$ cat src/rtl/instr_fetch.sv
// Instruction fetch sequencer: owns the program counter, drives the SPI flash
// reader handshake, reorders the returned word into RV32 little-endian form
// and hands one instruction at a time to the decoder. It also handles
// branch/jump redirects and retries a fetch that never completes.
module instr_fetch #(
  parameter logic [23:0] RESET_PC = 24'h000000,
  parameter int          TIMEOUT  = 1024
) (
  input  logic        clk,
  input  logic        rst,
  input  logic        pc_load,
  input  logic [23:0] pc_load_addr,
  output logic [23:0] mem_address,
  output logic        mem_start_fetch,
  input  logic        mem_fetch_done,
  input  logic [31:0] mem_fetched_data,
  output logic [31:0] instr,
  output logic [23:0] instr_pc,
  output logic        instr_valid,
  input  logic        instr_ready,
  output logic        fetch_timeout
);

  typedef enum logic [1:0] {
    GAP   = 2'd0,
    FETCH = 2'd1,
    VALID = 2'd2
  } state_t;

  // Count value on the last allowed FETCH cycle.
  localparam logic [15:0] CNT_LAST = 16'(TIMEOUT - 1);

  // The flash delivers the lowest-addressed byte in [31:24]; RV32 wants it in [7:0].
  function automatic logic [31:0] spi_to_le(input logic [31:0] d);
    spi_to_le = {d[7:0], d[15:8], d[23:16], d[31:24]};
  endfunction

  // Redirect targets are always word aligned.
  function automatic logic [23:0] align_word(input logic [23:0] a);
    align_word = {a[23:2], 2'b00};
  endfunction

  state_t      state_q, state_d;
  logic [23:0] pc_q, pc_d;
  logic [15:0] cnt_q, cnt_d;
  logic [23:0] mem_address_q, mem_address_d;
  logic        mem_start_fetch_q, mem_start_fetch_d;
  logic [31:0] instr_q, instr_d;
  logic [23:0] instr_pc_q, instr_pc_d;
  logic        instr_valid_q, instr_valid_d;
  logic        fetch_timeout_q, fetch_timeout_d;

  // Next-state, PC and registered-output computation.
  always_comb begin
    state_d         = state_q;
    pc_d            = pc_q;
    cnt_d           = cnt_q;
    instr_d         = instr_q;
    instr_pc_d      = instr_pc_q;
    fetch_timeout_d = 1'b0;

    case (state_q)
      GAP: begin
        // Start is low here for one cycle so the reader returns to idle.
        state_d = FETCH;
        cnt_d   = '0;
        if (pc_load) begin
          pc_d = align_word(pc_load_addr);
        end
      end

      FETCH: begin
        cnt_d = cnt_q + 16'd1;
        if (pc_load) begin
          // Redirect wins over a same-cycle completion; that data is stale.
          pc_d    = align_word(pc_load_addr);
          state_d = GAP;
        end else if (mem_fetch_done) begin
          instr_d    = spi_to_le(mem_fetched_data);
          instr_pc_d = pc_q;
          state_d    = VALID;
        end else if (cnt_q == CNT_LAST) begin
          fetch_timeout_d = 1'b1;
          state_d         = GAP;
        end
      end

      VALID: begin
        // Start has been low at least one cycle, so FETCH may follow directly.
        if (instr_ready) begin
          pc_d    = pc_load ? align_word(pc_load_addr) : pc_q + 24'd4;
          cnt_d   = '0;
          state_d = FETCH;
        end else if (pc_load) begin
          pc_d    = align_word(pc_load_addr);
          cnt_d   = '0;
          state_d = FETCH;
        end
      end

      default: begin
        state_d = GAP;
      end
    endcase

    // Outputs are registered copies of what the next state implies.
    mem_start_fetch_d = (state_d == FETCH);
    instr_valid_d     = (state_d == VALID);
    mem_address_d     = ((state_d == FETCH) && (state_q != FETCH)) ? pc_d : mem_address_q;
  end

  // State and output registers with asynchronous reset.
  always_ff @(posedge clk or posedge rst) begin
    if (rst) begin
      state_q           <= GAP;
      pc_q              <= RESET_PC;
      cnt_q             <= '0;
      mem_address_q     <= RESET_PC;
      mem_start_fetch_q <= 1'b0;
      instr_q           <= '0;
      instr_pc_q        <= '0;
      instr_valid_q     <= 1'b0;
      fetch_timeout_q   <= 1'b0;
    end else begin
      state_q           <= state_d;
      pc_q              <= pc_d;
      cnt_q             <= cnt_d;
      mem_address_q     <= mem_address_d;
      mem_start_fetch_q <= mem_start_fetch_d;
      instr_q           <= instr_d;
      instr_pc_q        <= instr_pc_d;
      instr_valid_q     <= instr_valid_d;
      fetch_timeout_q   <= fetch_timeout_d;
    end
  end

  assign mem_address     = mem_address_q;
  assign mem_start_fetch = mem_start_fetch_q;
  assign instr           = instr_q;
  assign instr_pc        = instr_pc_q;
  assign instr_valid     = instr_valid_q;
  assign fetch_timeout   = fetch_timeout_q;

endmodule

$ cat config.mk
export PLATFORM = sky130hd
export DESIGN_NAME = instr_fetch
export DESIGN_NICKNAME = d
export VERILOG_FILES = /design/src/rtl/instr_fetch.sv
export SDC_FILE = /design/constraint.sdc
export NUM_CORES = 1
export LEC_CHECK = 0
export ABC_AREA = 1
export CORE_ASPECT_RATIO = 1.2
export CORE_MARGIN = 1
export CORE_UTILIZATION = 26
export CTS_CLUSTER_DIAMETER = 50
export DETAILED_ROUTE_END_ITERATION = 8
export GPL_TIMING_DRIVEN = 0
export SYNTH_ARGS = -nofsm -noshare
export SYNTH_HDL_FRONTEND = slang
export SYNTH_SLANG_ARGS = --single-unit
$ cat constraint.sdc
create_clock -name clk -period 5.5 [get_ports clk]
set_input_delay 1.1 -clock clk [delete_from_list [all_inputs] [get_ports clk]]
set_output_delay 1.1 -clock clk [all_outputs]
set_load 0.005 [all_outputs]
==> reports/results.txt <==
WHS Endpoint -> mem_address[1]$_DFFE_PP0P_
Maximum Capacitance Violations -> 0
Num CTS Buffers -> 17
worst min-delay path category -> flop to flop
WP data required -> 5.87 ns
Final Cycle Share -> 44.52%
worst path arrival time -> 2.82 ns
number of flops mapped to enable cells by yosys -> 0
Simple-Gate Fraction of Synth Area -> 22.79%
clock edge transition at the registers on the reported setup and hold paths -> 0.06 ns
internal reg-to-reg setup slack -> 3.72 ns
insertion delay to the later sink of the worst-skew pair -> 0.43 ns
XOR/XNOR share of the synthesized area -> 0.2918%
number of synthesis warnings -> 0
number of global-route vias before repair -> 5171
number of sinks on the clock net -> 125
portion of total power attributed to sequential cells -> 35.8%
Max FO, Critical Path -> 10
most frequently used flop master after synthesis -> sky130_fd_sc_hd__dfrtp_1
H-tree depth reported by CTS -> 4
Post-CTS Resized -> 0
total nets after synthesis -> 732
top cells by area, synth -> sky130_fd_sc_hd__dfrtp_1 (52%), sky130_fd_sc_hd__nand2_1 (11%), sky130_fd_sc_hd__mux2_1 (5.6%)
part of the total power dissipated in combinational logic -> 33.6%
global-route usage over all layers -> 14.88%
category of the worst setup path capture point -> flop
Fill cells -> 2284
Die Footprint -> 0.02370 mm^2
RR Startpoint -> pc_q[2]$_DFF_PP0_
Mean Syn Cell Area -> 8.972 um^2
NumNets Final -> 893
router iterations before antenna repair -> 4
Post-Synthesis Cells -> 669
Seq/Total Area, Yosys -> 52.12%
adder-cell share of the synthesized area -> 0.4169%
largest net degree at the start of global routing -> 94
Total Power -> 0.004108 W
detailed-placement wirelength estimate -> 12450 um
crit path buf inv count -> 3
power spent charging and discharging nets -> 0.001234 W
CP max-delay cell -> sky130_fd_sc_hd__clkdlybuf4s50_1
maximum clock frequency -> 408.4 MHz
Int Pwr -> 0.002873 W
post-placement setup slack -> 2.601 ns
post-CTS setup-driven buffer insertion count -> 0
drt first-iter violations -> 264
compound-cell area share of the yosys netlist -> 11.03%
number of buffer cells added on primary ports -> 141
clock skew after layout -> 0.01323 ns
Top Family by Delay on Critical Path -> buffers and inverters
kind of start point of the critical path -> input pin
cell occurring most often along the worst timing path -> sky130_fd_sc_hd__nand2_1
setup violators final -> 0
combinational family with the most area after synthesis -> simple AND/OR/NAND/NOR gates
CTS tree -> yes
count of nets left with antenna violations after detail routing -> 0
setup repair after global routing missed its margin -> false
global-route wire length before repair -> 27120 um
detail-routed net length per standard cell -> 15.09 um
areal power density over the cells -> 485.9 mW/mm^2
worst reg2reg path depth -> 12
worst reg2reg path endpoint -> mem_address[20]$_DFFE_PP0P_
I/O pin total -> 144
Clk network pwr share -> 30.6%
number of antenna violations at the first check in global routing -> 0
relative slew slack -> 62.15%
share of flip-flops with an asynchronous set or reset -> 100.0%
post-synthesis cell type count -> 45
via density per instance -> 4.575
max-slew violation total from the final report -> 0
Slowest Stage Delay on Critical Path -> 0.59 ns
clock tree root driver cell -> sky130_fd_sc_hd__clkbuf_16
hold-fix buffer count after cts -> 0
Initial Util -> 26.65%
Die W -> 140.7 um
share of total power consumed by net switching -> 30.04%
antenna diode instance count -> 0
Routability Congestion -> 0.8561
VDD IR max -> 0.0002151 V
worst-case clock buffer depth -> 2
Vert. Die Dim -> 168.4 um
Hold Crit Depth -> 2
dominant cell type by area after synthesis -> sky130_fd_sc_hd__dfrtp_1
number of hold violations in the final report -> 0
synthesis-to-finish area growth -> 40.84%
static leakage -> 3.785 nW
Netlist Area Pre-Place -> 0.006002 mm^2
overall overflow remaining after global route -> 0
share of synthesized area spent on multiplexers -> 6.629%
fraction of final layout cells sized beyond drive strength 1 -> 11.74%
core region area -> 0.02252 mm^2
Residual DRC -> 0
transition at the pin with the smallest max-transition slack -> 0.5677 ns
via count -> 5133
overall routed net length -> 16930 um
area of the multi-input gates -> 0.002470 mm^2
register area -> 0.003128 mm^2
worst-case hold slack -> 0.4740 ns
Worst Setup Slack, final -> 3.051 ns
HP Start -> mem_address[1]$_DFFE_PP0P_
cell-by-cell trace of the critical path -> clkdlybuf4s50_1 > inv_2 > a31oi_4 > clkbuf_1 > nand2_1 > nand2_1
share of the synthesized area in the top cell type -> 52.12%
number of storage elements in the synthesis netlist -> 125
result of the run -> finished clean
final period demand of the worst path -> 2.449 ns
Std-Cell Rows -> 60
type of the worst setup path -> input pin to flop
-- cell families (layout without fill, tap and decap cells) --
| logic type | after synthesis | count (layout) |
|---|---|---|
| buffers and inverters | 95 | 269 |
| adders and majority gates | 2 | 2 |
| muxes | 34 | 34 |
| AOI/OAI and AO/OA | 110 | 110 |
| and+or+nand+nor | 301 | 301 |
| xor gates and xnor gates | 2 | 2 |
| DFF | 125 | 125 |
-- worst register-to-register path: stages, from the launching register on --
cell and delay [ns]:
sky130_fd_sc_hd__dfrtp_1 0.40, sky130_fd_sc_hd__ha_1 0.20, sky130_fd_sc_hd__nand2_2 0.09, sky130_fd_sc_hd__nor2_4 0.10, sky130_fd_sc_hd__nand2_2 0.09, sky130_fd_sc_hd__nor2_4 0.16, sky130_fd_sc_hd__nand2_2 0.12, sky130_fd_sc_hd__o21ai_1 0.14
sky130_fd_sc_hd__nand3_1 0.09, sky130_fd_sc_hd__nand2_1 0.07, sky130_fd_sc_hd__nand3_1 0.09, sky130_fd_sc_hd__nand2_1 0.08, sky130_fd_sc_hd__nand2_1 0.05
-- cells in the mapped netlist (all sizes together), types with 3 or more instances --
library cell	number
nand2	192
dfrtp	125
inv	71
o21ai	58
nor2	50
nand3	43
mux2	34
a21oi	18
buf	15
o22ai	11
a311oi	7
clkbuf	7
nand4	7
nor3	7
a31oi	6
o211ai	3
-- how the worst max path moves through the flow --
stage                           startpoint                     endpoint  slack (ns)  cells past startpoint
2_1_floorplan                          rst         cnt_q[0]$_DFFE_PP0P_        1.07                      1
3_3_place_gp                           rst         cnt_q[8]$_DFFE_PP0P_       -0.97                      2
3_5_place_dp                   instr_ready   mem_address[6]$_DFFE_PP0P_        2.60                      6
4_1_cts        mem_address[12]$_DFFE_PP0P_              mem_address[12]        3.04                      1
5_1_grt                            pc_load  mem_address[11]$_DFFE_PP0P_        2.90                      8
6_report                       instr_ready   mem_address[6]$_DFFE_PP0P_        3.05                      6
-- power groups by stage --
stage               Clock, W  Combinational [W]  Sequential, W
floorplan                  0           0.000567        0.00148
global placement           0            0.00139        0.00147
detailed placement         0            0.00140        0.00149
CTS                  0.00128            0.00141        0.00148
global route         0.00133            0.00153        0.00152
finish               0.00126            0.00138        0.00147
-- layer usage --
layer | vias up | track usage, % | wire length [um]
met2 | 139 | 25.09 | 8284
li1 | 2539 | - | -
met4 | 0 | 5.718 | 288
met5 | - | 0 | 0
met3 | 21 | 4.295 | 935
met1 | 2434 | 17.83 | 7424
-- through the flow --
stage                     area (um^2)  utilization [%]  std cells  setup TNS [ns]
final                            8453            37.53       1122               0
after floorplan                  6002                -        669               0
after global routing             8453            37.53       1122               0
after CTS                        8453            37.53       1122               0
after detailed placement         7795            34.61       1090               0
after global placement           7762            34.47       1089         -119.49
-- layout make-up --
cell class                 instances  share of cell area, %
tap                              279                  4.130
buffer                            22                  1.495
timing repair buffer             142                  17.02
clock buffer                      22                  5.610
clock inverter                    10                  2.176
multi-input combinational        449                  29.22
inverter                          73                  3.345
sequential                       125                  37.00
-- sequential cells by signal (all words and copies together) (netlist names) --
signal and cells:
instr 32, instr_pc 24, mem_address 24, pc_q 24, cnt_q 16, state_q 2
fetch_timeout 1, instr_valid 1, mem_start_fetch 1
-- cell usage in the layout, fill, tap and decap left out, drive strengths merged, types with 6 or more instances in the layout --
| cell type | n |
|---|---|
| a21oi | 18 |
| dfrtp | 125 |
| inv | 72 |
| clkdlybuf4s50 | 141 |
| nand2 | 192 |
| nor2 | 50 |
| nor3 | 7 |
| o21ai | 58 |
| mux2 | 34 |
| buf | 16 |
| clkbuf | 29 |
| a311oi | 7 |
| nand4 | 7 |
| a31oi | 6 |
| nand3 | 43 |
| o22ai | 11 |
Power figures use the tool's default switching activity.
